===== src/rtl/mac_booth_r4.sv =====
// Multiply-accumulate unit: sequential radix-4 Booth multiplier (two bits per cycle)
// feeding a wrapping or saturating accumulator with a sticky overflow flag.
module mac_booth_r4 #(
  parameter int DATA_WIDTH = 16,
  parameter int OUT_WIDTH  = 32,
  parameter bit SATURATE   = 1'b0
) (
  input  logic                  clk,
  input  logic                  rst,
  input  logic                  in_valid,
  output logic                  in_ready,
  input  logic [DATA_WIDTH-1:0] a,
  input  logic [DATA_WIDTH-1:0] b,
  input  logic                  signed_mode,
  input  logic                  acc_clr,
  output logic [OUT_WIDTH-1:0]  out,
  output logic                  out_valid,
  output logic                  overflow
);

  localparam int EW   = DATA_WIDTH + 2;
  localparam int PW   = 2 * EW;
  localparam int ITER = DATA_WIDTH / 2 + 1;
  localparam int CW   = $clog2(ITER + 1);

  typedef enum logic [1:0] {IDLE, MUL, ACC} state_t;

  state_t               state_reg, state_next;
  logic [PW-1:0]        mcand_reg;
  logic [EW:0]          mplr_reg;
  logic [PW-1:0]        prod_reg;
  logic [CW-1:0]        cnt_reg;
  logic                 mode_reg;
  logic                 clr_reg;
  logic [OUT_WIDTH-1:0] out_reg;
  logic                 valid_reg;
  logic                 ovf_reg;

  logic [PW-1:0]        pp;
  logic [OUT_WIDTH-1:0] prod_ext;
  logic [OUT_WIDTH-1:0] base;
  logic [OUT_WIDTH:0]   sum;
  logic                 s_ovf;
  logic                 ovf_evt;
  logic [OUT_WIDTH-1:0] acc_next;

  always_ff @(posedge clk or negedge rst) begin
    if (!rst) state_reg <= IDLE;
    else      state_reg <= state_next;
  end

  always_comb begin
    state_next = state_reg;
    case (state_reg)
      IDLE:    if (in_valid) state_next = MUL;
      MUL:     if (cnt_reg == CW'(ITER - 1)) state_next = ACC;
      ACC:     state_next = IDLE;
      default: state_next = IDLE;
    endcase
  end

  // Booth digit from the current triplet; the multiplicand is pre-shifted each step.
  always_comb begin
    pp = '0;
    case (mplr_reg[2:0])
      3'b001, 3'b010: pp = mcand_reg;
      3'b011:         pp = mcand_reg << 1;
      3'b100:         pp = -(mcand_reg << 1);
      3'b101, 3'b110: pp = -mcand_reg;
      default:        pp = '0;
    endcase
  end

  // The full product is exact two's complement in both modes (unsigned operands
  // are zero-extended, so the product is non-negative); sign extension covers both.
  generate
    if (OUT_WIDTH > PW) begin : g_ext
      assign prod_ext = {{(OUT_WIDTH-PW){prod_reg[PW-1]}}, prod_reg};
    end else begin : g_trunc
      assign prod_ext = prod_reg[OUT_WIDTH-1:0];
      if (OUT_WIDTH < PW) begin : g_hi
        logic unused_prod_hi;
        assign unused_prod_hi = ^prod_reg[PW-1:OUT_WIDTH];
      end
    end
  endgenerate

  always_comb begin
    base     = clr_reg ? '0 : out_reg;
    sum      = {1'b0, base} + {1'b0, prod_ext};
    s_ovf    = (base[OUT_WIDTH-1] == prod_ext[OUT_WIDTH-1]) &&
               (sum[OUT_WIDTH-1] != base[OUT_WIDTH-1]);
    ovf_evt  = mode_reg ? s_ovf : sum[OUT_WIDTH];
    acc_next = sum[OUT_WIDTH-1:0];
    if (SATURATE && ovf_evt) begin
      if (!mode_reg)                  acc_next = '1;
      else if (prod_ext[OUT_WIDTH-1]) acc_next = {1'b1, {(OUT_WIDTH-1){1'b0}}};
      else                            acc_next = {1'b0, {(OUT_WIDTH-1){1'b1}}};
    end
  end

  always_ff @(posedge clk or negedge rst) begin
    if (!rst) begin
      mcand_reg <= '0;
      mplr_reg  <= '0;
      prod_reg  <= '0;
      cnt_reg   <= '0;
      mode_reg  <= 1'b0;
      clr_reg   <= 1'b0;
      out_reg   <= '0;
      valid_reg <= 1'b0;
      ovf_reg   <= 1'b0;
    end else begin
      valid_reg <= 1'b0;
      case (state_reg)
        IDLE: begin
          if (in_valid) begin
            mcand_reg <= {{(PW-DATA_WIDTH){signed_mode & a[DATA_WIDTH-1]}}, a};
            mplr_reg  <= {{2{signed_mode & b[DATA_WIDTH-1]}}, b, 1'b0};
            prod_reg  <= '0;
            cnt_reg   <= '0;
            mode_reg  <= signed_mode;
            clr_reg   <= acc_clr;
          end else if (acc_clr) begin
            out_reg <= '0;
            ovf_reg <= 1'b0;
          end
        end
        MUL: begin
          prod_reg  <= prod_reg + pp;
          mcand_reg <= mcand_reg << 2;
          mplr_reg  <= {2'b00, mplr_reg[EW:2]};
          cnt_reg   <= cnt_reg + CW'(1);
        end
        ACC: begin
          out_reg   <= acc_next;
          valid_reg <= 1'b1;
          ovf_reg   <= (ovf_reg & ~clr_reg) | ovf_evt;
        end
        default: ;
      endcase
    end
  end

  assign in_ready  = (state_reg == IDLE);
  assign out       = out_reg;
  assign out_valid = valid_reg;
  assign overflow  = ovf_reg;

endmodule


===== config.mk =====
export PLATFORM = sky130hd
export DESIGN_NAME = mac_booth_r4
export DESIGN_NICKNAME = d
export VERILOG_FILES = /design/src/rtl/mac_booth_r4.sv
export SDC_FILE = /design/constraint.sdc
export NUM_CORES = 1
export LEC_CHECK = 0
export ABC_CLOCK_PERIOD_IN_PS = 5410
export BUFFER_PORTS_ARGS = -buffer_cell sky130_fd_sc_hd__buf_2
export CORE_ASPECT_RATIO = 1.2
export CORE_UTILIZATION = 56
export CTS_CLUSTER_SIZE = 10
export DETAILED_ROUTE_END_ITERATION = 8
export PLACE_DENSITY_LB_ADDON = 0.05
export REMOVE_ABC_BUFFERS = 1
export SLEW_MARGIN = 20
export SYNTH_ARGS = -nofsm -noshare
export SYNTH_HDL_FRONTEND = slang
export SYNTH_SLANG_ARGS = --single-unit

===== constraint.sdc =====
create_clock -name clk -period 5.41 [get_ports clk]
set_clock_uncertainty 0.05 [all_clocks]
set_input_delay 0.2705 -clock clk [delete_from_list [all_inputs] [get_ports clk]]
set_output_delay 0.2705 -clock clk [all_outputs]
set_load 0.01 [all_outputs]

==> reports/metrics.csv, run 1 <==
stage,metric,value,unit
setup_path,crit_path_max_fanout,5,
yosys,synth_edf_count,0,
yosys,synth-seq-cells,124,
yosys,mappedNetlistArea,10000,µm²
sta,min_period_over_period,95.8,%
yosys,yosys.area.top_type,dfrtp_1,
setup_path,crit_type,reg2reg,
finish,diodes,0,
yosys,synth_common_cells,"nand2_1, o21ai_0, dfrtp_1",
clocking,root_buffer,clkbuf_16,
finish,nNetsFinal,1412,
setup_path,reg2reg_depth,18,
yosys,synth_top_area_share,31.0,%
clocking,clk_pin_slew_worst_paths,0.06,ns
detailed_routing,dr.pass1.iters,5,
worst_hold_path,hp-class,in2reg,
detailed_routing,drtIter0Drc,620,
setup_path,start_kind,flop,
floorplan,fp.coreArea,17500,µm²
clocking,clock_path_buffers,2,
clocking,cts_sinks,124,
floorplan,die_w,124,µm
global_routing,antenna_found_initial,0,
detailed_routing,viasPerCell,5.98,
sta,tightest_slew,1.10,ns
sta,setup_tns,0,ns
worst_hold_path,holdPathStages,3,
floorplan,rows,53,
clocking,cts-buffers-inserted,17,
floorplan,die_y,148,µm
placement,dp_hpwl,18.0,mm
yosys,yosys_warnings,0,
yosys,avgSynthCellArea,7.89,µm²
global_routing,grt_max_degree,74,
setup_path,cp.required,5.68,ns
sta,rsz0062_at_grt,no,
yosys,synth-main-ff-cell,dfrtp_1,
global_routing,gr-total-overflow,0,
detailed_routing,num_vias,9206,
finish,syn2layout_area_growth,12.0,%
yosys,yosys.cell_count.top_type,nand2_1,
sta,setup_viol_count_final,0,
detailed_routing,drc_errors,0,
sta,drv_slew,0,
detailed_routing,ant_nets,0,
finish,drive_above_1_share,11.7,%
floorplan,die-area,18400,µm²
placement,routabilityCongestion,0.872,
setup_path,r2r_end,prod_reg[31],
clocking,cts_max_level,4,
yosys,async_reset_ff_share,100,%
run_status,outcome,"complete, no violations",
yosys,yosysUniqueCellTypes,65,
placement,place_ws,0.0778,ns
clocking,cts_tree,built,
global_routing,grt_util_all_layers,28.5,%
setup_path,cp.arrival,5.45,ns
floorplan,start_util,57.2,%
sta,slew_headroom,27.0,%
floorplan,ioPinCount,72,
sta,finalHoldViolCount,0,
yosys,synth-seq-area-share,31.0,%
setup_path,r2r-start,mcand_reg[13],
sta,period_needed,5.18,ns
run,cap_violations,0,
setup_path,r2r_setup_slack,0.23,ns
global_routing,grt_pass1_wl,41.4,mm
worst_hold_path,hp-start,a[0],
detailed_routing,wire_per_inst,16.4,µm
clocking,cts_setup_buffers,0,
global_routing,grt_pass1_vias,8466,
yosys,synth_top_cells_by_area,"dfrtp_1, ha_1, o21ai_0",
sta,fin_ws,0.228,ns
placement,port_buffers,71,
yosys,netlist_instances,1268,
sta,max_freq,0.193,GHz
clocking,clk_latency,0.43,ns
setup_path,crit_path_end_kind,flop,
worst_hold_path,min_to,mcand_reg[0],
detailed_routing,drt-total-wl,25.3,mm
==> cells by family (layout without fill, tap and decap cells) <==
family	after synthesis	after routing	share of synthesized area, %
AO/OA/AOI/OAI	407	407	25.4
XOR/XNOR	89	89	7.79
adder cells (fa/ha/maj)	68	68	8.65
buffers and inverters	119	171	4.59
flip-flops	124	124	31.0
multiplexers	10	10	1.03
AND/OR/NAND/NOR	451	451	21.5
==> critical path: stages, from the launching register on <==
cell       delay (ns)
dfrtp_1          0.38
or4_4            0.53
or3_4            0.42
or3_1            0.34
or3_1            0.33
or3_4            0.35
nand2_2          0.08
xnor2_1          0.09
a221oi_2         0.25
a31oi_1          0.08
ha_1             0.39
a2111oi_4        0.40
nand2_1          0.09
o21a_1           0.26
a211o_1          0.27
a31o_2           0.23
xor2_1           0.16
o21ai_0          0.10
a22o_1           0.28
==> layout by cell type (no fill, tap or decap), drive strengths merged, types with 11 or more instances in the layout <==
| cell type | count |
|---|---|
| a211oi | 14 |
| a22oi | 11 |
| ha | 66 |
| xnor2 | 53 |
| o21ai | 129 |
| a221oi | 15 |
| nand2 | 145 |
| nor3 | 19 |
| dfrtp | 124 |
| a31oi | 11 |
| nand3 | 54 |
| nor2b | 46 |
| buf | 102 |
| nand2b | 13 |
| or3 | 15 |
| a21oi | 84 |
| nor2 | 112 |
| o22ai | 41 |
| clkbuf | 22 |
| a21o | 19 |
| xor2 | 36 |
| inv | 34 |
==> per-layer routing <==
metal,up-vias,routed length [µm],GRT usage (%)
met3,21,1040,4.56
met2,222,12000,46.2
met5,-,0,0
li1,4665,-,-
met4,0,411,8.51
met1,4298,11800,38.8
==> layout make-up <==
| class | count | area (µm²) |
|---|---|---|
| flip-flops and latches | 124 | 3100 |
| multi-input cells | 1025 | 6480 |
| well taps | 220 | 275 |
| fillers | 1618 | 6300 |
| repair buffers | 104 | 611 |
| clock inverters | 10 | 140 |
| inverters | 35 | 131 |
| clock buffers | 22 | 464 |
==> timing repair <==
action                                 in CTS  in global routing
endpoints found under the hold margin      61                  0
setup endpoints to repair                   0                  1
resized for setup                           0                  3
hold buffers                                2                  0
==> metrics by stage <==
stage / util, % / hold slack, ns / cells / cell area (µm²)
final: 64.0 / 0.00158 / 1540 / 11200
after global routing: 64.0 / 0.0278 / 1540 / 11200
after CTS: 63.9 / 0.000364 / 1540 / 11200
after detailed placement: 60.3 / 0.426 / 1506 / 10600
after global placement: 60.3 / 0.419 / 1506 / 10600
after floorplan: - / -0.0751 / 1184 / 9680
==> how the worst max path moves through the flow <==
| stage | from | end | slack (ns) | cells after the start |
|---|---|---|---|---|
| 2_1_floorplan | mcand_reg[13] | prod_reg[31] | 0.19 | 18 |
| 3_3_place_gp | mcand_reg[13] | prod_reg[31] | 0.25 | 18 |
| 3_5_place_dp | mcand_reg[13] | prod_reg[31] | 0.08 | 18 |
| 4_1_cts | mcand_reg[13] | prod_reg[31] | 0.06 | 18 |
| 5_1_grt | mcand_reg[13] | prod_reg[31] | 0.02 | 18 |
| 6_report | mcand_reg[13] | prod_reg[31] | 0.23 | 18 |
Power of run 1 is not shown: default switching activity piles up to over one toggle a cycle in this logic, so the estimate is an artifact.
==> run 2: changes to the inputs <==
Settings changed: CORE_ASPECT_RATIO 1.2 to not set.
==> run 2 against run 1 <==
Effect of this change:
- first-iteration DRC count fell by 16%
- worst hold slack improved by 0.054 ns
- setup slack improved by 0.078 ns
- utilization rose by 0.85 points
- critical path depth did not move
- non-clock buffer count rose by 3
- count of clock-buffer cells in the layout rose by 2
==> reports/metrics.csv, run 2 (same netlist as run 1, synthesis figures left out) <==
stage,metric,value,unit,change
run_status,outcome,"complete, no violations",,
floorplan,rows,48,,-9.4%
sta,tightest_slew,1.08,ns,-0.0142 ns
clocking,cts-buffers-inserted,17,,unchanged
setup_path,crit_path_end_kind,flop,,
placement,port_buffers,71,,unchanged
sta,fin_ws,0.305,ns,+0.0776 ns
clocking,root_buffer,clkbuf_16,,
clocking,cts_sinks,124,,unchanged
sta,max_freq,0.196,GHz,+1.5%
setup_path,reg2reg_depth,18,,unchanged
floorplan,ioPinCount,72,,unchanged
setup_path,crit_slowest_cell,or4_4,,
run,cap_violations,0,,unchanged
detailed_routing,wire_per_inst,16.4,µm,about the same
placement,place_ws,0.146,ns,+0.0683 ns
clocking,cts_setup_buffers,0,,unchanged
floorplan,fp.coreArea,17400,µm²,-0.86%
detailed_routing,viasPerCell,5.93,,-0.88%
sta,setup_viol_count_final,0,,unchanged
floorplan,die_y,136,µm,-8.6%
sta,setup_tns,0,ns,unchanged
floorplan,die-area,18400,µm²,about the same
setup_path,start_kind,flop,,
detailed_routing,ant_nets,0,,unchanged
global_routing,grt_util_all_layers,28.7,%,+0.20 points
worst_hold_path,min_to,mplr_reg[15],,
detailed_routing,drc_errors,0,,unchanged
finish,diodes,0,,unchanged
floorplan,start_util,57.6,%,+0.49 points
setup_path,cp.required,5.67,ns,about the same
placement,dp_hpwl,18.1,mm,+0.43%
finish,layout_commonest_cell,nand2_1,,
sta,finalHoldViolCount,0,,unchanged
detailed_routing,dr.pass1.iters,6,,+1
placement,routabilityCongestion,0.906,,+3.9%
global_routing,grt_max_degree,69,,-6.8%
setup_path,max_stage_delay,0.53,ns,about the same
setup_path,r2r_end,prod_reg[31],,
clocking,cts_max_level,4,,unchanged
finish,nNetsFinal,1415,,+0.21%
worst_hold_path,hp-class,in2reg,,
setup_path,r2r-start,mcand_reg[13],,
detailed_routing,num_vias,9161,,-0.49%
setup_path,cp_num_buf_inv,0,,unchanged
global_routing,grt_pass1_wl,41.9,mm,+1.3%
sta,min_period_over_period,94.4,%,-1.4 points
sta,holdWs,0.0551,ns,+0.0535 ns
setup_path,cp.arrival,5.36,ns,-0.09 ns
detailed_routing,drt-total-wl,25.3,mm,+0.32%
sta,drv_slew,0,,unchanged
sta,period_needed,5.10,ns,-0.0776 ns
clocking,clk_pin_slew_worst_paths,0.05,ns,about the same
sta,rsz0062_at_grt,no,,
floorplan,die_w,136,µm,+9.4%
setup_path,cp_top_family,simple AND/OR/NAND/NOR gates,,
global_routing,grt_pass1_vias,8365,,-1.2%
clocking,cts_tree,built,,
finish,most-common-layout-cells,"nand2_1, o21ai_0, dfrtp_1",,
global_routing,gr-total-overflow,0,,unchanged
worst_hold_path,hp-start,b[14],,
global_routing,antenna_found_initial,0,,unchanged
setup_path,r2r_setup_slack,0.31,ns,+0.08 ns
clocking,clk_latency,0.42,ns,about the same
finish,drive_above_1_share,12.0,%,+0.22 points
sta,slew_headroom,27.9,%,+0.94 points
detailed_routing,drtIter0Drc,523,,-16%
setup_path,worstPathCellList,"or4_4, or3_4, or3_1, or3_1, or3_4, nand2_2, xnor2_1, a221oi_2, a31oi_1, ha_1, a2111oi_4, nand2_1, o21a_1, a211o_1, a31o_2, xor2_1, o21ai_0, a22o_1",,
finish,syn2layout_area_growth,12.5,%,
worst_hold_path,holdPathStages,3,,unchanged
clocking,clock_path_buffers,2,,unchanged
setup_path,crit_type,reg2reg,,
setup_path,crit_path_max_fanout,5,,unchanged
## run 2: worst max path at each step
stage / startpoint / end / slack, ns / cells past startpoint
final: mcand_reg[13] / prod_reg[31] / 0.31 / 18
after global routing: mcand_reg[13] / prod_reg[31] / 0.01 / 18
after CTS: mcand_reg[13] / prod_reg[31] / 0.13 / 18
after detailed placement: mcand_reg[13] / prod_reg[31] / 0.15 / 18
after global placement: mcand_reg[13] / prod_reg[31] / 0.26 / 18
after floorplan: mcand_reg[13] / prod_reg[31] / 0.19 / 18
## run 2: worst reg2reg max path: cells and delay by family, from the launching register on
kind	cells	cell delay, ns
simple gates	7	2.12
compound gates	8	1.85
fa+ha+maj	1	0.38
flops	1	0.37
xor+xnor	2	0.23
## run 2: layout make-up
class / instances / area (µm²)
clock inverter: 6 / 108
inverter: 35 / 131
fill: 1557 / 6100
sequential: 124 / 3100
tap: 225 / 282
timing repair buffer: 107 / 636
clock buffer: 24 / 512
multi-input combinational: 1025 / 6480
## run 2: per-layer routing
layer  global-route usage [%]  routed length [µm]  up-vias
li1                         -                   -     4673
met1                     41.2               12600     4260
met2                     44.4               11300      208
met3                     4.90                1070       20
met4                     7.12                 300        0
met5                        0                   0        -
## run 2: what timing repair did
action                                  in CTS  in global routing
gates resized for setup                      0                  4
endpoints found under the setup margin       0                  1
hold endpoints to repair                    69                  0
hold buffers                                 3                  0
## run 2: stage by stage
step | area [µm²] | utilization [%] | cells
final | 11300 | 64.9 | 1546
after global routing | 11300 | 64.9 | 1546
after CTS | 11200 | 64.7 | 1546
after detailed placement | 10600 | 61.0 | 1513
after global placement | 10600 | 61.0 | 1513
after floorplan | 9680 | - | 1184
Power of run 2 is left out for the same reason.
==> run 3: changes to the inputs <==
Settings changed: ABC_CLOCK_PERIOD_IN_PS 5410 to 4500, GPL_ROUTABILITY_DRIVEN set to 1.
Clock period 5.41 ns to 4.5 ns, I/O delays scaled along.
==> run 3 against run 2 <==
Effect of this change:
- the flow now finishes with violations (setup timing)
- sequential cell count unchanged
- critical path depth up 3
- utilization up 5.5 points
- worst hold slack worse by 0.042 ns
- count of clock-buffer cells in the layout down 4
- register-to-register slack worse by 0.64 ns
- via count up 5.3%
- largest cell class unchanged
==> reports/metrics.csv, run 3 (same netlist as run 1, synthesis figures left out) <==
stage,metric,value,unit,change
finish,drive_above_1_share,19.8,%,+7.9 points
placement,port_buffers,71,,unchanged
run_status,violations,setup timing,,
finish,diodes,0,,unchanged
floorplan,ioPinCount,72,,unchanged
setup_path,r2r_setup_slack,-0.33,ns,-0.64 ns
sta,tightest_slew,1.03,ns,-0.0563 ns
global_routing,gr-total-overflow,0,,unchanged
placement,place_inst,1601,,+5.8%
run,cap_violations,0,,unchanged
clocking,clk_pin_slew_worst_paths,0.06,ns,about the same
placement,dp_hpwl,19.3,mm,+6.5%
sta,min_period_over_period,107,%,+13 points
sta,fin_ws,-0.330,ns,-0.635 ns
finish,nNetsFinal,1509,,+6.6%
detailed_routing,drc_errors,0,,unchanged
run_status,outcome,"complete, but fails checks",,
clocking,cts_sinks,124,,unchanged
setup_path,crit_path_end_kind,flop,,
clocking,cts-buffers-inserted,17,,unchanged
clocking,cts_max_level,4,,unchanged
floorplan,start_util,57.6,%,unchanged
placement,routabilityCongestion,0.897,,-1.0%
sta,slew_headroom,31.7,%,+3.8 points
global_routing,grt_pass1_wl,43.9,mm,+4.7%
global_routing,grt_pass1_vias,8966,,+7.2%
clocking,root_buffer,clkbuf_16,,
setup_path,crit_slowest_cell,or4_4,,
clocking,clk_latency,0.43,ns,about the same
clocking,cts_tree,built,,
finish,layout_commonest_cell,nand2_1,,
setup_path,crit_type,reg2reg,,
finish,syn2layout_area_growth,22.0,%,
detailed_routing,viasPerCell,5.88,,-0.81%
sta,max_freq,0.207,GHz,+5.7%
placement,place_ws,-0.609,ns,-0.755 ns
global_routing,grt_util_all_layers,30.0,%,+1.3 points
worst_hold_path,hp-class,in2reg,,
floorplan,die_w,136,µm,unchanged
placement,dpl-instance-area,11300,µm²,+6.4%
finish,stdcell_area,12200,µm²,+8.4%
setup_path,cp.arrival,5.10,ns,-0.26 ns
sta,rsz0062_at_grt,yes,,
finish,finalNonFillerCells,1642,,+6.2%
sta,finalHoldViolCount,0,,unchanged
detailed_routing,ant_nets,0,,unchanged
finish,nFillCells,1452,,-6.7%
setup_path,worstPathCellList,"or4_4, or3_4, or3_1, or3_1, or3_4, nand2_2, xnor2_2, a221oi_2, a31oi_1, ha_1, buf_4, nand2_1, a21oi_2, o41ai_2, a21oi_1, o21a_1, a211o_1, a31o_2, xor2_2, o21ai_1, a22o_1",,
floorplan,rows,48,,unchanged
sta,period_needed,4.83,ns,-0.275 ns
sta,setup_viol_count_final,6,,+6
floorplan,die-area,18400,µm²,unchanged
clocking,clock_path_buffers,2,,unchanged
sta,drv_slew,0,,unchanged
setup_path,start_kind,flop,,
finish,most-common-layout-cells,"nand2_1, dfrtp_1, buf_4",,
detailed_routing,dr.pass1.iters,5,,-1
floorplan,die_y,136,µm,unchanged
detailed_routing,wire_per_inst,16.5,µm,+0.38%
detailed_routing,drt-total-wl,27.0,mm,+6.6%
global_routing,antenna_found_initial,0,,unchanged
floorplan,fp.coreArea,17400,µm²,unchanged
detailed_routing,drtIter0Drc,609,,+16%
global_routing,grt_max_degree,62,,-10%
setup_path,cp.required,4.77,ns,-0.90 ns
setup_path,crit_path_max_fanout,4,,-1
setup_path,max_stage_delay,0.53,ns,about the same
detailed_routing,num_vias,9651,,+5.3%
## run 3: critical path, delay by kind of cell (launching register included)
kind / cells / cell delay (ns)
buffers and inverters: 1 / 0.17
AOI/OAI and AO/OA: 10 / 1.44
and+or+nand+nor: 7 / 2.13
DFF: 1 / 0.37
xor gates and xnor gates: 2 / 0.21
adders and majority gates: 1 / 0.34
## run 3: path summary, 6_finish.rpt
check                              start       endpoint  cells past startpoint
max in group asynchronous            rst  mcand_reg[22]                      3
hold reg to reg               cnt_reg[3]     cnt_reg[3]                      1
hold / removal                     b[15]   mplr_reg[17]                      3
min in group asynchronous            rst      out_valid                      2
setup / recovery           mcand_reg[13]   prod_reg[31]                     21
setup reg to reg           mcand_reg[13]   prod_reg[31]                     21
## run 3: cell type report
type / instances / area (µm²) / share of cell area, %
well taps: 225 / 282 / 2.31
flip-flops and latches: 124 / 3100 / 25.4
repair buffers: 201 / 1370 / 11.2
inverters: 35 / 131 / 1.08
clock buffers: 20 / 447 / 3.66
clock inverters: 12 / 170 / 1.39
multi-input cells: 1025 / 6700 / 54.9
## run 3: timing repair
action	4_1_cts	5_1_grt
setup buffers	1	3
hold endpoints to repair	55	0
hold buffers	6	0
gates cloned	0	0
pin swaps	12	27
endpoints found under the setup margin	10	13
gates resized for setup	23	32
## run 3: metal layers
| layer | track usage [%] | vias to the layer above | wire length (µm) | part of all wire [%] |
|---|---|---|---|---|
| met1 | 41.4 | 4533 | 13200 | 49 |
| met4 | 8.49 | 0 | 397 | 1.5 |
| met2 | 48.2 | 234 | 12300 | 46 |
| met3 | 4.90 | 32 | 1120 | 4.1 |
| met5 | 0 | - | 0 | 0 |
| li1 | - | 4852 | - | - |
## run 3: through the flow
stage          utilization [%]  TNS, ns  hold WS (ns)
2_1_floorplan                -    -1.98        -0.121
3_3_place_gp              64.8    -1.60         0.246
3_5_place_dp              64.8    -2.27         0.253
4_1_cts                   69.3    -1.11      0.000293
5_1_grt                   70.3    -2.25        0.0144
6_report                  70.3   -0.896        0.0135
Power of run 3 is left out for the same reason.
